## src/rtl/fb_pkg.sv

```systemverilog
// Shared constants and FSM encoding for the paddle frame-buffer writer.
package fb_pkg;

    localparam int unsigned SCREEN_X  = 128;
    localparam int unsigned SCREEN_Y  = 96;
    localparam int unsigned AW        = 14;
    localparam int unsigned DW        = 3;
    localparam logic [2:0]  BG_COLOR  = 3'b000;
    localparam logic [2:0]  PAD_COLOR = 3'b111;

    typedef enum logic [1:0] {
        StClear,
        StIdle,
        StErase,
        StDraw
    } fb_state_e;

endpackage

```

## src/rtl/paddle_fb_writer_if.sv

```systemverilog
// Write-port bundle between the paddle writer and the frame buffer, plus status.
interface paddle_fb_writer_if #(
    parameter int unsigned AW = 14,
    parameter int unsigned DW = 3,
    parameter int unsigned XW = 7
);

    logic [AW-1:0] mem_px_addr;
    logic [DW-1:0] mem_px_data;
    logic          px_wr;
    logic          busy;
    logic [XW-1:0] pad_x;

    modport master (
        output mem_px_addr,
        output mem_px_data,
        output px_wr,
        output busy,
        output pad_x
    );

    modport slave (
        input mem_px_addr,
        input mem_px_data,
        input px_wr,
        input busy,
        input pad_x
    );

endinterface

```

## src/rtl/frame_tick_gen.sv

```systemverilog
// Free-running divider: one-cycle tick when the count wraps at TICK_DIV-1.
module frame_tick_gen #(
    parameter int unsigned TICK_DIV = 416667
) (
    input  logic clk,
    input  logic rst,
    output logic tick
);

    localparam int unsigned    TW   = (TICK_DIV > 1) ? $clog2(TICK_DIV) : 1;
    localparam logic [TW-1:0]  LAST = TW'(TICK_DIV - 1);

    logic [TW-1:0] cnt_q, cnt_d;

    assign tick = (cnt_q == LAST);

    always_comb begin
        cnt_d = tick ? '0 : cnt_q + TW'(1);
    end

    always_ff @(posedge clk) begin
        if (!rst) begin
            cnt_q <= '0;
        end else begin
            cnt_q <= cnt_d;
        end
    end

endmodule

```

## src/rtl/paddle_fb_writer.sv

```systemverilog
// Clears the frame buffer, draws the paddle, then erases/redraws it on button moves.
module paddle_fb_writer #(
    parameter int unsigned       SCREEN_X  = fb_pkg::SCREEN_X,
    parameter int unsigned       SCREEN_Y  = fb_pkg::SCREEN_Y,
    parameter int unsigned       AW        = fb_pkg::AW,
    parameter int unsigned       DW        = fb_pkg::DW,
    parameter int unsigned       PAD_W     = 16,
    parameter int unsigned       PAD_H     = 4,
    parameter int unsigned       PAD_Y     = 88,
    parameter int unsigned       STEP      = 4,
    parameter int unsigned       TICK_DIV  = 416667,
    parameter logic [DW-1:0]     BG_COLOR  = fb_pkg::BG_COLOR,
    parameter logic [DW-1:0]     PAD_COLOR = fb_pkg::PAD_COLOR
) (
    input  logic                  clk,
    input  logic                  rst,
    input  logic                  btn_r,
    input  logic                  btn_l,
    paddle_fb_writer_if.master    fb
);

    import fb_pkg::*;

    localparam int unsigned    XW       = $clog2(SCREEN_X);
    localparam int unsigned    CW       = (PAD_W > 1) ? $clog2(PAD_W) : 1;
    localparam int unsigned    RW       = (PAD_H > 1) ? $clog2(PAD_H) : 1;
    localparam logic [AW-1:0]  LAST_PIX = AW'(SCREEN_X * SCREEN_Y - 1);
    localparam logic [CW-1:0]  LAST_COL = CW'(PAD_W - 1);
    localparam logic [RW-1:0]  LAST_ROW = RW'(PAD_H - 1);
    localparam logic [XW:0]    STEP_X   = (XW+1)'(STEP);
    localparam logic [XW:0]    MAX_X    = (XW+1)'(SCREEN_X - PAD_W);
    localparam logic [XW-1:0]  INIT_X   = XW'((SCREEN_X - PAD_W) / 2);

    logic            tick;
    logic [1:0]      r_sync_q, l_sync_q;
    logic            btn_r_s, btn_l_s;
    fb_state_e       state_q, state_d;
    logic [AW-1:0]   cnt_q, cnt_d;
    logic [CW-1:0]   col_q, col_d;
    logic [RW-1:0]   row_q, row_d;
    logic [XW-1:0]   pad_x_q, pad_x_d;
    logic [XW-1:0]   new_x_q, new_x_d;
    logic [XW-1:0]   move_x;
    logic [XW:0]     sum_x;
    logic            clr_last, rect_last;
    logic [AW-1:0]   row_abs, rect_addr;
    logic            wr_q, wr_d;
    logic [AW-1:0]   addr_q, addr_d;
    logic [DW-1:0]   data_q, data_d;

    frame_tick_gen #(
        .TICK_DIV (TICK_DIV)
    ) u_tick (
        .clk  (clk),
        .rst  (rst),
        .tick (tick)
    );

    always_ff @(posedge clk) begin
        if (!rst) begin
            r_sync_q <= '0;
            l_sync_q <= '0;
        end else begin
            r_sync_q <= {r_sync_q[0], btn_r};
            l_sync_q <= {l_sync_q[0], btn_l};
        end
    end

    assign btn_r_s = r_sync_q[1];
    assign btn_l_s = l_sync_q[1];

    // Target column, clamped to [0, SCREEN_X-PAD_W]; conflicting buttons cancel.
    always_comb begin
        sum_x  = {1'b0, pad_x_q} + STEP_X;
        move_x = pad_x_q;
        if (btn_r_s && !btn_l_s) begin
            move_x = (sum_x > MAX_X) ? MAX_X[XW-1:0] : sum_x[XW-1:0];
        end else if (btn_l_s && !btn_r_s) begin
            move_x = ({1'b0, pad_x_q} >= STEP_X) ? pad_x_q - STEP_X[XW-1:0] : '0;
        end
    end

    assign clr_last  = (cnt_q == LAST_PIX);
    assign rect_last = (col_q == LAST_COL) && (row_q == LAST_ROW);
    assign row_abs   = AW'(PAD_Y) + AW'(row_q);
    assign rect_addr = (row_abs << XW) + AW'(pad_x_q) + AW'(col_q);

    always_ff @(posedge clk) begin
        if (!rst) begin
            state_q <= StClear;
        end else begin
            state_q <= state_d;
        end
    end

    always_comb begin
        state_d = state_q;
        unique case (state_q)
            StClear: if (clr_last)                   state_d = StDraw;
            StIdle:  if (tick && move_x != pad_x_q)  state_d = StErase;
            StErase: if (rect_last)                  state_d = StDraw;
            StDraw:  if (rect_last)                  state_d = StIdle;
            default:                                 state_d = StClear;
        endcase
    end

    always_comb begin
        cnt_d   = cnt_q;
        col_d   = col_q;
        row_d   = row_q;
        pad_x_d = pad_x_q;
        new_x_d = new_x_q;
        unique case (state_q)
            StClear: cnt_d = cnt_q + AW'(1);
            StIdle: begin
                col_d = '0;
                row_d = '0;
                if (tick) new_x_d = move_x;
            end
            StErase, StDraw: begin
                if (rect_last) begin
                    col_d = '0;
                    row_d = '0;
                end else if (col_q == LAST_COL) begin
                    col_d = '0;
                    row_d = row_q + RW'(1);
                end else begin
                    col_d = col_q + CW'(1);
                end
                if (state_q == StErase && rect_last) pad_x_d = new_x_q;
            end
            default: ;
        endcase
    end

    always_ff @(posedge clk) begin
        if (!rst) begin
            cnt_q   <= '0;
            col_q   <= '0;
            row_q   <= '0;
            pad_x_q <= INIT_X;
            new_x_q <= INIT_X;
        end else begin
            cnt_q   <= cnt_d;
            col_q   <= col_d;
            row_q   <= row_d;
            pad_x_q <= pad_x_d;
            new_x_q <= new_x_d;
        end
    end

    // Write port is registered: the strobe lands one cycle after the state that issues it.
    always_comb begin
        wr_d   = 1'b0;
        addr_d = addr_q;
        data_d = data_q;
        unique case (state_q)
            StClear: begin
                wr_d   = 1'b1;
                addr_d = cnt_q;
                data_d = BG_COLOR;
            end
            StErase: begin
                wr_d   = 1'b1;
                addr_d = rect_addr;
                data_d = BG_COLOR;
            end
            StDraw: begin
                wr_d   = 1'b1;
                addr_d = rect_addr;
                data_d = PAD_COLOR;
            end
            default: ;
        endcase
    end

    always_ff @(posedge clk) begin
        if (!rst) begin
            wr_q   <= 1'b0;
            addr_q <= '0;
            data_q <= '0;
        end else begin
            wr_q   <= wr_d;
            addr_q <= addr_d;
            data_q <= data_d;
        end
    end

    assign fb.mem_px_addr = addr_q;
    assign fb.mem_px_data = data_q;
    assign fb.px_wr       = wr_q;
    assign fb.busy        = (state_q != StIdle) | wr_q;
    assign fb.pad_x       = pad_x_q;

endmodule
```

## src/flat_wrapper.sv

```systemverilog
// flat-port wrapper written by rule: the top's interface ports become plain ports
module paddle_fb_writer_flat import fb_pkg::*;
#(
    parameter int unsigned       SCREEN_X  = fb_pkg::SCREEN_X,
    parameter int unsigned       SCREEN_Y  = fb_pkg::SCREEN_Y,
    parameter int unsigned       AW        = fb_pkg::AW,
    parameter int unsigned       DW        = fb_pkg::DW,
    parameter int unsigned       PAD_W     = 16,
    parameter int unsigned       PAD_H     = 4,
    parameter int unsigned       PAD_Y     = 88,
    parameter int unsigned       STEP      = 4,
    parameter int unsigned       TICK_DIV  = 416667,
    parameter logic [DW-1:0]     BG_COLOR  = fb_pkg::BG_COLOR,
    parameter logic [DW-1:0]     PAD_COLOR = fb_pkg::PAD_COLOR
)
  (clk, rst, btn_r, btn_l, fb_mem_px_addr, fb_mem_px_data, fb_px_wr, fb_busy, fb_pad_x);
  paddle_fb_writer_if #(.AW(AW), .DW(DW)) fb_i ();
  input  logic clk;
  input  logic rst;
  input  logic btn_r;
  input  logic btn_l;
  output wire logic [$bits(fb_i.mem_px_addr)-1:0] fb_mem_px_addr;
  output wire logic [$bits(fb_i.mem_px_data)-1:0] fb_mem_px_data;
  output wire logic [$bits(fb_i.px_wr)-1:0] fb_px_wr;
  output wire logic [$bits(fb_i.busy)-1:0] fb_busy;
  output wire logic [$bits(fb_i.pad_x)-1:0] fb_pad_x;
  assign fb_mem_px_addr = fb_i.mem_px_addr;
  assign fb_mem_px_data = fb_i.mem_px_data;
  assign fb_px_wr = fb_i.px_wr;
  assign fb_busy = fb_i.busy;
  assign fb_pad_x = fb_i.pad_x;
  paddle_fb_writer #(.SCREEN_X(SCREEN_X), .SCREEN_Y(SCREEN_Y), .AW(AW), .DW(DW), .PAD_W(PAD_W), .PAD_H(PAD_H), .PAD_Y(PAD_Y), .STEP(STEP), .TICK_DIV(TICK_DIV), .BG_COLOR(BG_COLOR), .PAD_COLOR(PAD_COLOR)) u_core (.clk(clk), .rst(rst), .btn_r(btn_r), .btn_l(btn_l), .fb(fb_i));
endmodule
```

## config.mk

```make
export PLATFORM = sky130hd
export DESIGN_NAME = paddle_fb_writer_flat
export DESIGN_NICKNAME = d
export VERILOG_FILES = /design/src/rtl/fb_pkg.sv /design/src/rtl/paddle_fb_writer_if.sv /design/src/rtl/frame_tick_gen.sv /design/src/rtl/paddle_fb_writer.sv /design/src/flat_wrapper.sv
export SDC_FILE = /design/constraint.sdc
export NUM_CORES = 1
export LEC_CHECK = 0
export CAP_MARGIN = 20
export CORE_MARGIN = 4
export CORE_UTILIZATION = 60
export CTS_BUF_LIST = sky130_fd_sc_hd__clkbuf_2 sky130_fd_sc_hd__clkbuf_4 sky130_fd_sc_hd__clkbuf_8
export DETAILED_ROUTE_END_ITERATION = 8
export GPL_TIMING_DRIVEN = 0
export HOLD_SLACK_MARGIN = 0.12
export PLACE_DENSITY = 0.82
export SYNTH_ARGS = -nofsm -noshare
export SYNTH_HDL_FRONTEND = slang
export SYNTH_SLANG_ARGS = --single-unit
```

## constraint.sdc

```tcl
create_clock -name clk -period 4.8 [get_ports clk]
set_input_delay 0.96 -clock clk [delete_from_list [all_inputs] [get_ports clk]]
set_output_delay 0.96 -clock clk [all_outputs]
set_load 0.01 [all_outputs]
```

Yosys cells after proc, flatten, opt, wreduce, memory -nomap -nowiden --
Cells that the tools add are included.
Operators by class: muxes and demuxes 18, add/sub/neg operators 9, bitwise gates (word level) 2, reduce and logical (&&, ||, !) cells 19, $lt $le $gt $ge 2, equal/unequal tests 14
Operators with widths (number):
- 7-bit 2-to-1 mux | 4
- 14-bit case mux with 2 select lines | 1
- 19-bit by 1-bit adder with 19-bit output, second input constant | 1
- 19-bit equality test, second input constant | 1
- 14-bit by 1-bit adder with 14-bit output, second input constant | 1
- 14-bit by 4-bit adder with 14-bit output | 1
- 14-bit by 7-bit adder with 14-bit output | 1
- 14-bit equality test, second input constant | 1
- 2-bit 2-to-1 mux | 6
- 2-bit by 1-bit != test with 1-bit output, second input constant | 5
- 7-bit by 3-bit adder with 8-bit output, second input constant | 1
- 8-bit by 7-bit greater-than comparator with 1-bit output, second input constant | 1
- 4-bit 2-to-1 mux | 2
- 2-bit case mux with 4 select lines | 1
- 4-bit case mux with 2 select lines | 1
- 7-bit by 2-bit adder with 7-bit output, first input constant | 1
- 7-bit by 3-bit greater-or-equal comparator with 1-bit output, second input constant | 1
- 7-bit != test | 1
- 7-bit by 3-bit subtractor with 7-bit output, second input constant | 1
- 2-bit equality test, second input constant | 3
- 3-bit case mux with 2 select lines | 1
- 2-bit AND reduction | 3
- 2-bit nonzero test | 3
- 2-bit OR reduction | 3
- other kinds (14) | 19
Word-level totals: output and inout port bits 26, input bits 4, flip-flop bits (word level) 77, word-level logic and storage cells 76

Longest topological paths before layout --
Gate-level depths: netlist of run 1.
depth after elaboration 8, depth in mapped cells 8, mapped depth without buffers 8

Cells and area by module --
A second synthesis of run 1 with hierarchy kept.
Second synthesis, totals: cells, all modules 455, area total of the unflattened synthesis 4091.4 um^2
Modules (own cells, without submodules):
- paddle_fb_writer | instances 1, cells an instance 349, seq. area each 1121.1 um^2, area each 3135.5 um^2
- frame_tick_gen | instances 1, cells an instance 106, seq. area each 380.4 um^2, area each 955.9 um^2

Least setup slack after synthesis of run 1 --
OpenSTA, ideal clock, no wires.
kind register to register, start point register u_core.pad_x_q[0], in the netlist u_core.fb.pad_x[0], end point register u_core.addr_q[8], in the netlist u_core.fb.mem_px_addr[8], setup time 0.133 ns, setup slack 2.839 ns, cell stages (with the launch flop) 9, data arrival time 1.828 ns, clock period less this slack 1.961 ns, buffers on the path 0, required time 4.667 ns, cells stage by stage dfxtp_1 > ha_1 > inv_1 > fa_1 > nor2b_1 > o21ai_0 > a211oi_1 > xnor2_1 > a21oi_1
On the way: cells in the longest elaborated chain, start to end 3
RTL lines:
- start, declared | line paddle_fb_writer.sv:41 | logic [XW-1:0] pad_x_q, pad_x_d;
- start signal, assigned | line paddle_fb_writer.sv:147 | pad_x_q <= pad_x_d;
- 14-bit by 7-bit adder with 14-bit output | line paddle_fb_writer.sv:86 | assign rect_addr = (row_abs << XW) + AW'(pad_x_q) + AW'(col_q);
- 14-bit by 4-bit adder with 14-bit output | line paddle_fb_writer.sv:86
- 14-bit case mux with 2 select lines | line paddle_fb_writer.sv:157 | unique case (state_q)
- end signal, assigned | line paddle_fb_writer.sv:184 | addr_q <= addr_d;
- end, declared | line paddle_fb_writer.sv:48 | logic [AW-1:0] addr_q, addr_d;
No other way between the ends. A chain may end at the register's enable or synchronous reset.

Worst setup path in the final report of run 1 --
start point register u_core.state_q[1], end point output port fb_busy
On the way: cells in the longest elaborated chain, start to end 2
RTL lines:
- start, declared | line paddle_fb_writer.sv:37 | fb_state_e state_q, state_d;
- start signal, assigned | line paddle_fb_writer.sv:90 | state_q <= StClear;
- start signal, assigned | line paddle_fb_writer.sv:92 | state_q <= state_d;
- 2-bit by 1-bit != test with 1-bit output | line paddle_fb_writer.sv:192 | assign fb.busy = (state_q != StIdle) | wr_q;
- 1-bit bitwise OR | line paddle_fb_writer.sv:192
- end, declared | line flat_wrapper.sv:25 | output wire logic [$bits(fb_i.busy)-1:0] fb_busy;
No other way between the ends.

==> summary.md, run 1 <==
TritonCTS created 9 clock buffers. The number of antenna violations at the first check in global routing is 0. From synthesis to final layout, the design area changed by 16.92%.

Dividing the detail-routed wire length by the instance count gives 16.10 um. The logs give 0.6007 for the headroom to the max-slew limit and 6.431 mm for the sum of net half-perimeters after detailed placement. The tools report the number of cells upsized or downsized after cts as 0.

By area the synthesized netlist is led by dfxtp_1 (40%), nor2_1 (5.9%), xnor2_1 (5.8%). The clock arrives with 0.01058 ns of skew. The number of buffers inserted by hold repair at cts came out at 0.

For this design the ratio of total power to cell area is 291.7 nW/um2. From bottom edge to top edge, the die measures 87.20 um. The leakage power is 0.001577 uW. Measured along the x axis, the die boundary spans 87.20 um.

The region available for standard cell placement spans 5991 um2. By startpoint and endpoint, the worst setup path is classified as reg -> out. The tools report the capturing point of the worst reg2reg path as u_core.state_q[1]$_SDFFE_PN0P_. Input and output buffers added on the ports amount to 29. Setup repair after global routing left no endpoint under its margin. The final critical-path required period is 2.857 ns, and the number of hold violations in the final report is 0. The worst setup path is captured at an output pin. The number of different library cells in the post-synthesis netlist was 59. The total number of placement rows is 28. Static timing analysis puts the maximum clock frequency at 0.3500 GHz. The tools report the largest net degree at the start of global routing as 14.

The global-route usage over all layers is 0.2545. The number of synthesized register bits came out at 75. In the synthesized netlist, the number of instances is 438. Post-CTS setup buffer count: 0. The number of buffers on the longest clock path is 2. Summed over all failing endpoints, the final setup total negative slack is 0 ns. The mean cell area of the mapped netlist works out to 8.593 um2. Required time of the critical path: 3.84 ns. For hold timing, the worst endpoint is u_core.l_sync_q[1]$_SDFF_PN0_.

By count the netlist is led by dfxtp_1 (75), nor2_1 (59), nand2_1 (30). For this block, the via count after detailed routing is 3,338. Sequential area share after synthesis: 0.3989. The filler cell count was 443. The startpoint identified for the worst hold timing path is u_core.l_sync_q[0]$_SDFF_PN0_. The total overflow left after global routing is 0. The worst register-to-register path begins at u_core.fb.pad_x[3]$_SDFFE_PN1P_. In the routed design, unresolved DRC markers number 0. In this run the cell area measured after placement is 4148 um2.

The fraction of layout instances using a drive strength above 1 was 0.07246; the post-CTS clock slew at the launch and capture registers of the worst setup and hold paths was 0.08 ns. The largest driver fanout on the critical path came out at 10. The measured slew at the worst slew-check pin was 0.5989 ns. The logs give 0 for the reported max-cap violation count and 15.15 mm for the wire length of the first global-routing pass. The tools report the data arrival time of the worst path as 1.90 ns.

For the worst-skew pair, the clock arrives at the later sink with an insertion delay of 0.35 ns. Dividing the detail-routed via count by the number of cells gives 5.982. The logs give 3764 um2 for the post-synthesis cell area and 236 for the number of violations reported at the end of detailed-routing iteration 0. Routability-driven placement finished with a final weighted congestion of 0.8548. The number of placed I/O pins was 30; the maximum level of the CTS H-tree was 3. Period utilization: 0.5952.

Yosys mapped a number of flops with a built-in enable equal to 0. The maximum vdd drop was 0.2862 mV. Post-detailed-routing wire length: 8.983 mm.

For the post-synthesis net count, the log shows 456. The floorplan step defined a die boundary enclosing 7604 um2. The path class of the lowest-slack min-delay path is reg -> reg. Yosys printed 0 warnings. The slack of the worst reg-to-reg path was 2.43 ns. TritonCTS built the clock tree.

The commonest register cell after synthesis is dfxtp_1. The fraction of synthesis flops using an asynchronous set or reset pin was 0. The number of antenna diodes in the final layout is 0. The tools report the first-pass iteration count of the detailed router as 5.

The area fraction of the dominant cell type after synthesis was 0.3989; the post-layout instance area was 4400 um2. The run gives 75 as the total number of clock tree sinks. The worst-case reg-to-reg path depth is 8. The flow ran to the end, and the final reports show no timing, DRC or antenna violations. The logs give 496 for the number of nets in the layout and 0 for the max-slew violation count. The library cell used as clock root buffer is clkbuf_8.

The biggest area contributor in the post-synthesis netlist is dfxtp_1. The number of stages on the worst hold path is 1. The starting density of the core is 0.6282.

Setup violations remaining at the end of the flow were counted as 0. Yosys instantiated no cell more often than dfxtp_1. The number of global-route vias before repair came out at 3,213. Kind of start point of the critical path: a flop. The antenna violation net count after detailed routing came out at 0.
critical path: stages, from the launching register on:
cell	delay (ns)
dfxtp_1	0.34
clkbuf_1	0.38
nor2b_1	0.19
nand2b_1	0.11
clkdlybuf4s50_1	0.53
placed cells by master, fill, tap and decap left out, drive strengths merged, types with 9 or more instances in the layout:
master,n
dfxtp,75
nor2,59
nand2,30
clkdlybuf4s50,29
xnor2,25
clkbuf,25
a21oi,20
o21ai,19
inv,16
nand3,15
mux2i,13
ha,13
nor3,12
nand4,11
a211oi,11
nor2b,10
xor2,10
buf,9
how the worst max path moves through the flow:
stage	start	endpoint	depth (start not counted)
2_1_floorplan	u_core.fb.pad_x[0]$_SDFFE_PN0P_	u_core.fb.mem_px_addr[8]$_SDFFE_PN0P_	8
3_3_place_gp	rst	u_core.u_tick.cnt_q[13]$_SDFF_PP0_	5
3_5_place_dp	rst	u_core.u_tick.cnt_q[12]$_SDFF_PP0_	5
4_1_cts	u_core.state_q[1]$_SDFFE_PN0P_	fb_busy	4
5_1_grt	u_core.state_q[1]$_SDFFE_PN0P_	fb_busy	4
6_report	u_core.state_q[1]$_SDFFE_PN0P_	fb_busy	4
cell families (layout without fill, tap and decap cells):
group,count (synthesis),after routing,synth area share
flops,75,75,0.3989
fa+ha+maj,14,14,0.04854
simple gates,182,182,0.2487
compound gates,77,77,0.1340
mux,17,17,0.04654
xor+xnor,35,35,0.08145
buf+inv,38,83,0.04189
cell type report:
| class | instances | area, um2 | share of cell area |
|---|---|---|---|
| buffer | 23 | 101.3 | 0.02303 |
| clock buffer | 11 | 145.1 | 0.03298 |
| clock inverter | 5 | 107.6 | 0.02445 |
| inverter | 15 | 56.30 | 0.01279 |
| multi-input combinational | 325 | 2105 | 0.4782 |
| sequential | 75 | 1501 | 0.3412 |
| tap | 75 | 93.84 | 0.02132 |
| timing repair buffer | 29 | 290.3 | 0.06597 |
sequential cells by signal, summed over array words and instances (netlist names):
signal	flops
u_core.fb.pad_x	7
u_core.row_q	2
u_core.fb.px_wr	1
u_core.fb.mem_px_data	1
u_core.l_sync_q	2
u_core.new_x_q	7
u_core.u_tick.cnt_q	19
u_core.col_q	4
u_core.r_sync_q	2
u_core.state_q	2
u_core.cnt_q	14
u_core.fb.mem_px_addr	14
per-stage QoR:
stage | hold slack, ns | setup WS (ns) | instances | utilization | total power, uW
global route | 0.4679 | 1.808 | 558 | 0.7345 | 1322
floorplan | 0.4119 | 2.839 | 438 | - | 674.6
detailed placement | 0.4320 | 2.076 | 542 | 0.6924 | 692.0
finish | 0.4505 | 1.943 | 558 | 0.7345 | 1284
CTS | 0.4530 | 1.964 | 558 | 0.7345 | 1290
global placement | 0.4159 | 2.145 | 542 | 0.6924 | 689.8
report_power, final:
group / switching [uW] / total, uW / internal (uW)
combinational: 23.9 / 41.0 / 17.1
sequential: 7.47 / 637 / 629
clock: 238 / 606 / 368
routing by layer:
metal  GRT usage  vias to the layer above  part of all wire
li1            -                     1624                 -
met1      0.3156                     1560              0.43
met2      0.4134                      131              0.48
met3     0.05582                       23             0.055
met4      0.1325                        0             0.026
met5           0                        -                 0
No activity file was read; power rests on OpenSTA's default activity.
==> run 2: changes to the inputs <==
--- a/config.mk
+++ b/config.mk
@@ -7,12 +7,12 @@
 export LEC_CHECK = 0
 export CAP_MARGIN = 20
 export CORE_MARGIN = 4
-export CORE_UTILIZATION = 60
+export CORE_UTILIZATION = 54
 export CTS_BUF_LIST = sky130_fd_sc_hd__clkbuf_2 sky130_fd_sc_hd__clkbuf_4 sky130_fd_sc_hd__clkbuf_8
 export DETAILED_ROUTE_END_ITERATION = 8
 export GPL_TIMING_DRIVEN = 0
 export HOLD_SLACK_MARGIN = 0.12
-export PLACE_DENSITY = 0.82
+export PLACE_DENSITY = 0.78
 export SYNTH_ARGS = -nofsm -noshare
 export SYNTH_HDL_FRONTEND = slang
 export SYNTH_SLANG_ARGS = --single-unit
==> constraint.sdc (replaced) <==
create_clock -name clk -period 2.4 [get_ports clk]
set_input_delay 0.48 -clock clk [delete_from_list [all_inputs] [get_ports clk]]
set_output_delay 0.48 -clock clk [all_outputs]
set_load 0.01 [all_outputs]
==> summary.md, run 2 (same netlist as run 1, synthesis figures left out) <==
The flow ran to the end, and the final reports show no timing, DRC or antenna violations. The maximum level of the CTS H-tree was 3 (unchanged); the sum of net half-perimeters after detailed placement was 6.244 mm (-2.9%). The logs give 2 (unchanged) for the number of buffers on the longest clock path and 0.4331 GHz for the fmax. The maximum vdd drop came out at 0.4517 mV (+58%). The power density of the placed cells came out at 560.5 nW/um2 (+92%). The register with the most flip-flops in the final layout is u_core.u_tick.cnt_q.

The largest net degree at the start of global routing was 15 (+1); the starting density of the core was 0.5540 (-0.07428). Relative to the synthesized area, the layout overhead comes to 17.59%. The height of the chip works out to 91.49 um (+4.9%). The count of port buffers added during placement came out at 29 (unchanged).

The signal on the critical path passes through clkbuf_4 -> inv_1 -> ha_1 -> nor3b_1 -> nor4b_2 -> o21bai_1 -> a221oi_2 -> buf_4 -> o21ba_2. The run gives 0.34 ns (about the same) as the clock latency at the later pin of the worst-skew pair. The per-cell via count in the routed design came out at 5.655 (-5.5%). TritonCTS built the clock tree. Number of nets in the layout: 496 (unchanged). The final critical-path required period came out at 2.309 ns. The tools report the kind of start point of the critical path as a flop. The cell with the largest stage delay on the worst path is nor3b_1. The residual overflow from global routing was 0 (unchanged). The reported max-cap violation count is 0 (unchanged). Leading cell type in the layout, fill and taps excluded: dfxtp_1. The post-CTS clock slew at the launch and capture registers of the worst setup and hold paths was 0.09 ns (about the same); the number of placed I/O pins was 30 (unchanged). For the wire length of the first global-routing pass, the log shows 14.85 mm (-2.0%).

Fraction of layout instances using a drive strength above 1: 0.08282 (+0.01035). Endpoint class of the critical path: a flop. The maximum cell stage delay along the critical path was 0.46 ns (-0.07 ns); the measured slew at the worst slew-check pin was 0.6533 ns (+0.05439 ns). The worst clock skew was 0.009909 ns (-0.0006754 ns); the total core area was 6794 um2 (+13%). The placer's final routability congestion estimate is 0.8684 (+1.6%), and the full die area is 8370 um2 (+10%). The global-route usage over all layers came out at 0.2136 (-0.04086). The period utilization was 0.9620. The total number of clock tree sinks is 75 (unchanged), and the final standard cell count with taps included and fillers excluded is 579 (+3.8%). Die span in x: 91.49 um (+4.9%). The tools report the required time of the critical path as 2.65 ns (-1.19 ns). The total chip power is 2480 uW (+93%). The largest driver fanout on the critical path is 9 (-1).

The critical path class was reg -> reg. The number of global-route vias before repair is 3,105 (-3.4%). Leaving out fill and tap cells, the most frequent cells in the layout are dfxtp_1 (73), nor2_1 (59), nand2_1 (30). The run gives 0 (unchanged) as the final-report setup violation count. The max-slew violation count is 0 (unchanged). Antenna diode count: 0 (unchanged). CTS placed an instance of clkbuf_8 at the clock tree root. The number of flip-flops in the largest register is 19 (unchanged), and the count of unresolved DRC violations after routing is 0 (unchanged). The routed wirelength normalized by instance count is 15.02 um (-6.7%). The headroom to the max-slew limit is 0.5644 (-0.03626), and the placed instance count is 563 (+3.9%).

The number of violations reported at the end of detailed-routing iteration 0 is 154 (-35%), and the number of hold violations in the final report is 0 (unchanged). The via count of the routed design was 3,274 (-1.9%); the leakage power was 0.001571 uW (-0.40%). The number of antenna violations at the first check in global routing was 0 (unchanged); the antenna violation net count after detailed routing was 0 (unchanged).

The slack of the worst reg-to-reg path is 0.09 ns (-2.34 ns), and the data arrival time of the worst path is 2.56 ns (+0.66 ns). The total number of placement rows is 30 (+7.1%). The total CTS buffers is 9 (unchanged).

The first-pass iteration count of the detailed router is 5 (unchanged). The path class of the lowest-slack min-delay path is reg -> reg. Post-detailed-routing wire length: 8.699 mm (-3.2%).
==> run 2: changes by cell type in the layout (fill, tap and decap cells not counted), sizes merged <==
cell,before,now
inv,16,17
clkbuf,25,24
clkinvlp,0,1
bufinv,3,2
==> run 2: what timing repair did <==
item / CTS / global route
resized for setup: 0 / 5
setup buffers: 0 / 1
hold buffers: 0 / 0
setup endpoints to repair: 0 / 4
==> run 2: where the power goes <==
group,internal (uW),total [uW],switching [uW],leakage [uW]
combinational,36.5,84.5,48.1,0.000848
sequential,1260,1270,14.7,0.000608
clock,627,1120,496,0.000115
total,1920,2480,559,0.00157
==> run 2: final cells by class <==
type	count	area (um2)
multi-input combinational	325	2113
buffer	22	100.1
fill	566	2369
inverter	15	56.30
tap	96	120.1
timing repair buffer	30	297.8
sequential	75	1504
clock buffer	10	137.6
clock inverter	6	96.34
==> run 2: critical path: cells and delay by family (launching register included) <==
kind / cells / cell delay (ns)
flops: 1 / 0.37
buf+inv: 3 / 0.50
compound gates: 3 / 0.55
fa+ha+maj: 1 / 0.21
simple gates: 2 / 0.57
==> run 2: worst paths after layout <==
| kind | start | to | depth (start not counted) |
|---|---|---|---|
| worst max-delay path | u_core.fb.pad_x[3]$_SDFFE_PN1P_ | u_core.state_q[0]$_SDFFE_PN0P_ | 9 |
| worst min-delay path | u_core.l_sync_q[0]$_SDFF_PN0_ | u_core.l_sync_q[1]$_SDFF_PN0_ | 1 |
| worst max register to register | u_core.fb.pad_x[3]$_SDFFE_PN1P_ | u_core.state_q[0]$_SDFFE_PN0P_ | 9 |
| worst min register to register | u_core.l_sync_q[0]$_SDFF_PN0_ | u_core.l_sync_q[1]$_SDFF_PN0_ | 1 |
==> run 2: routing by layer <==
layer	share of wire	global-route usage	up-vias
met5	0	0	-
met3	0.039	0.04391	18
met1	0.47	0.2837	1555
met4	0.017	0.06658	0
li1	-	-	1625
met2	0.47	0.3469	76
==> run 2: metrics by stage <==
step,util,instance area (um2),setup WS (ns),TNS [ns],hold slack [ns]
floorplan,-,3764,0.4391,0,0.4119
global placement,0.6144,4174,0.1107,0,0.4166
detailed placement,0.6144,4174,0.06576,0,0.4265
CTS,0.6488,4408,0.008744,0,0.4490
global route,0.6514,4425,-0.01924,-0.01948,0.4678
finish,0.6514,4425,0.09118,0,0.4481
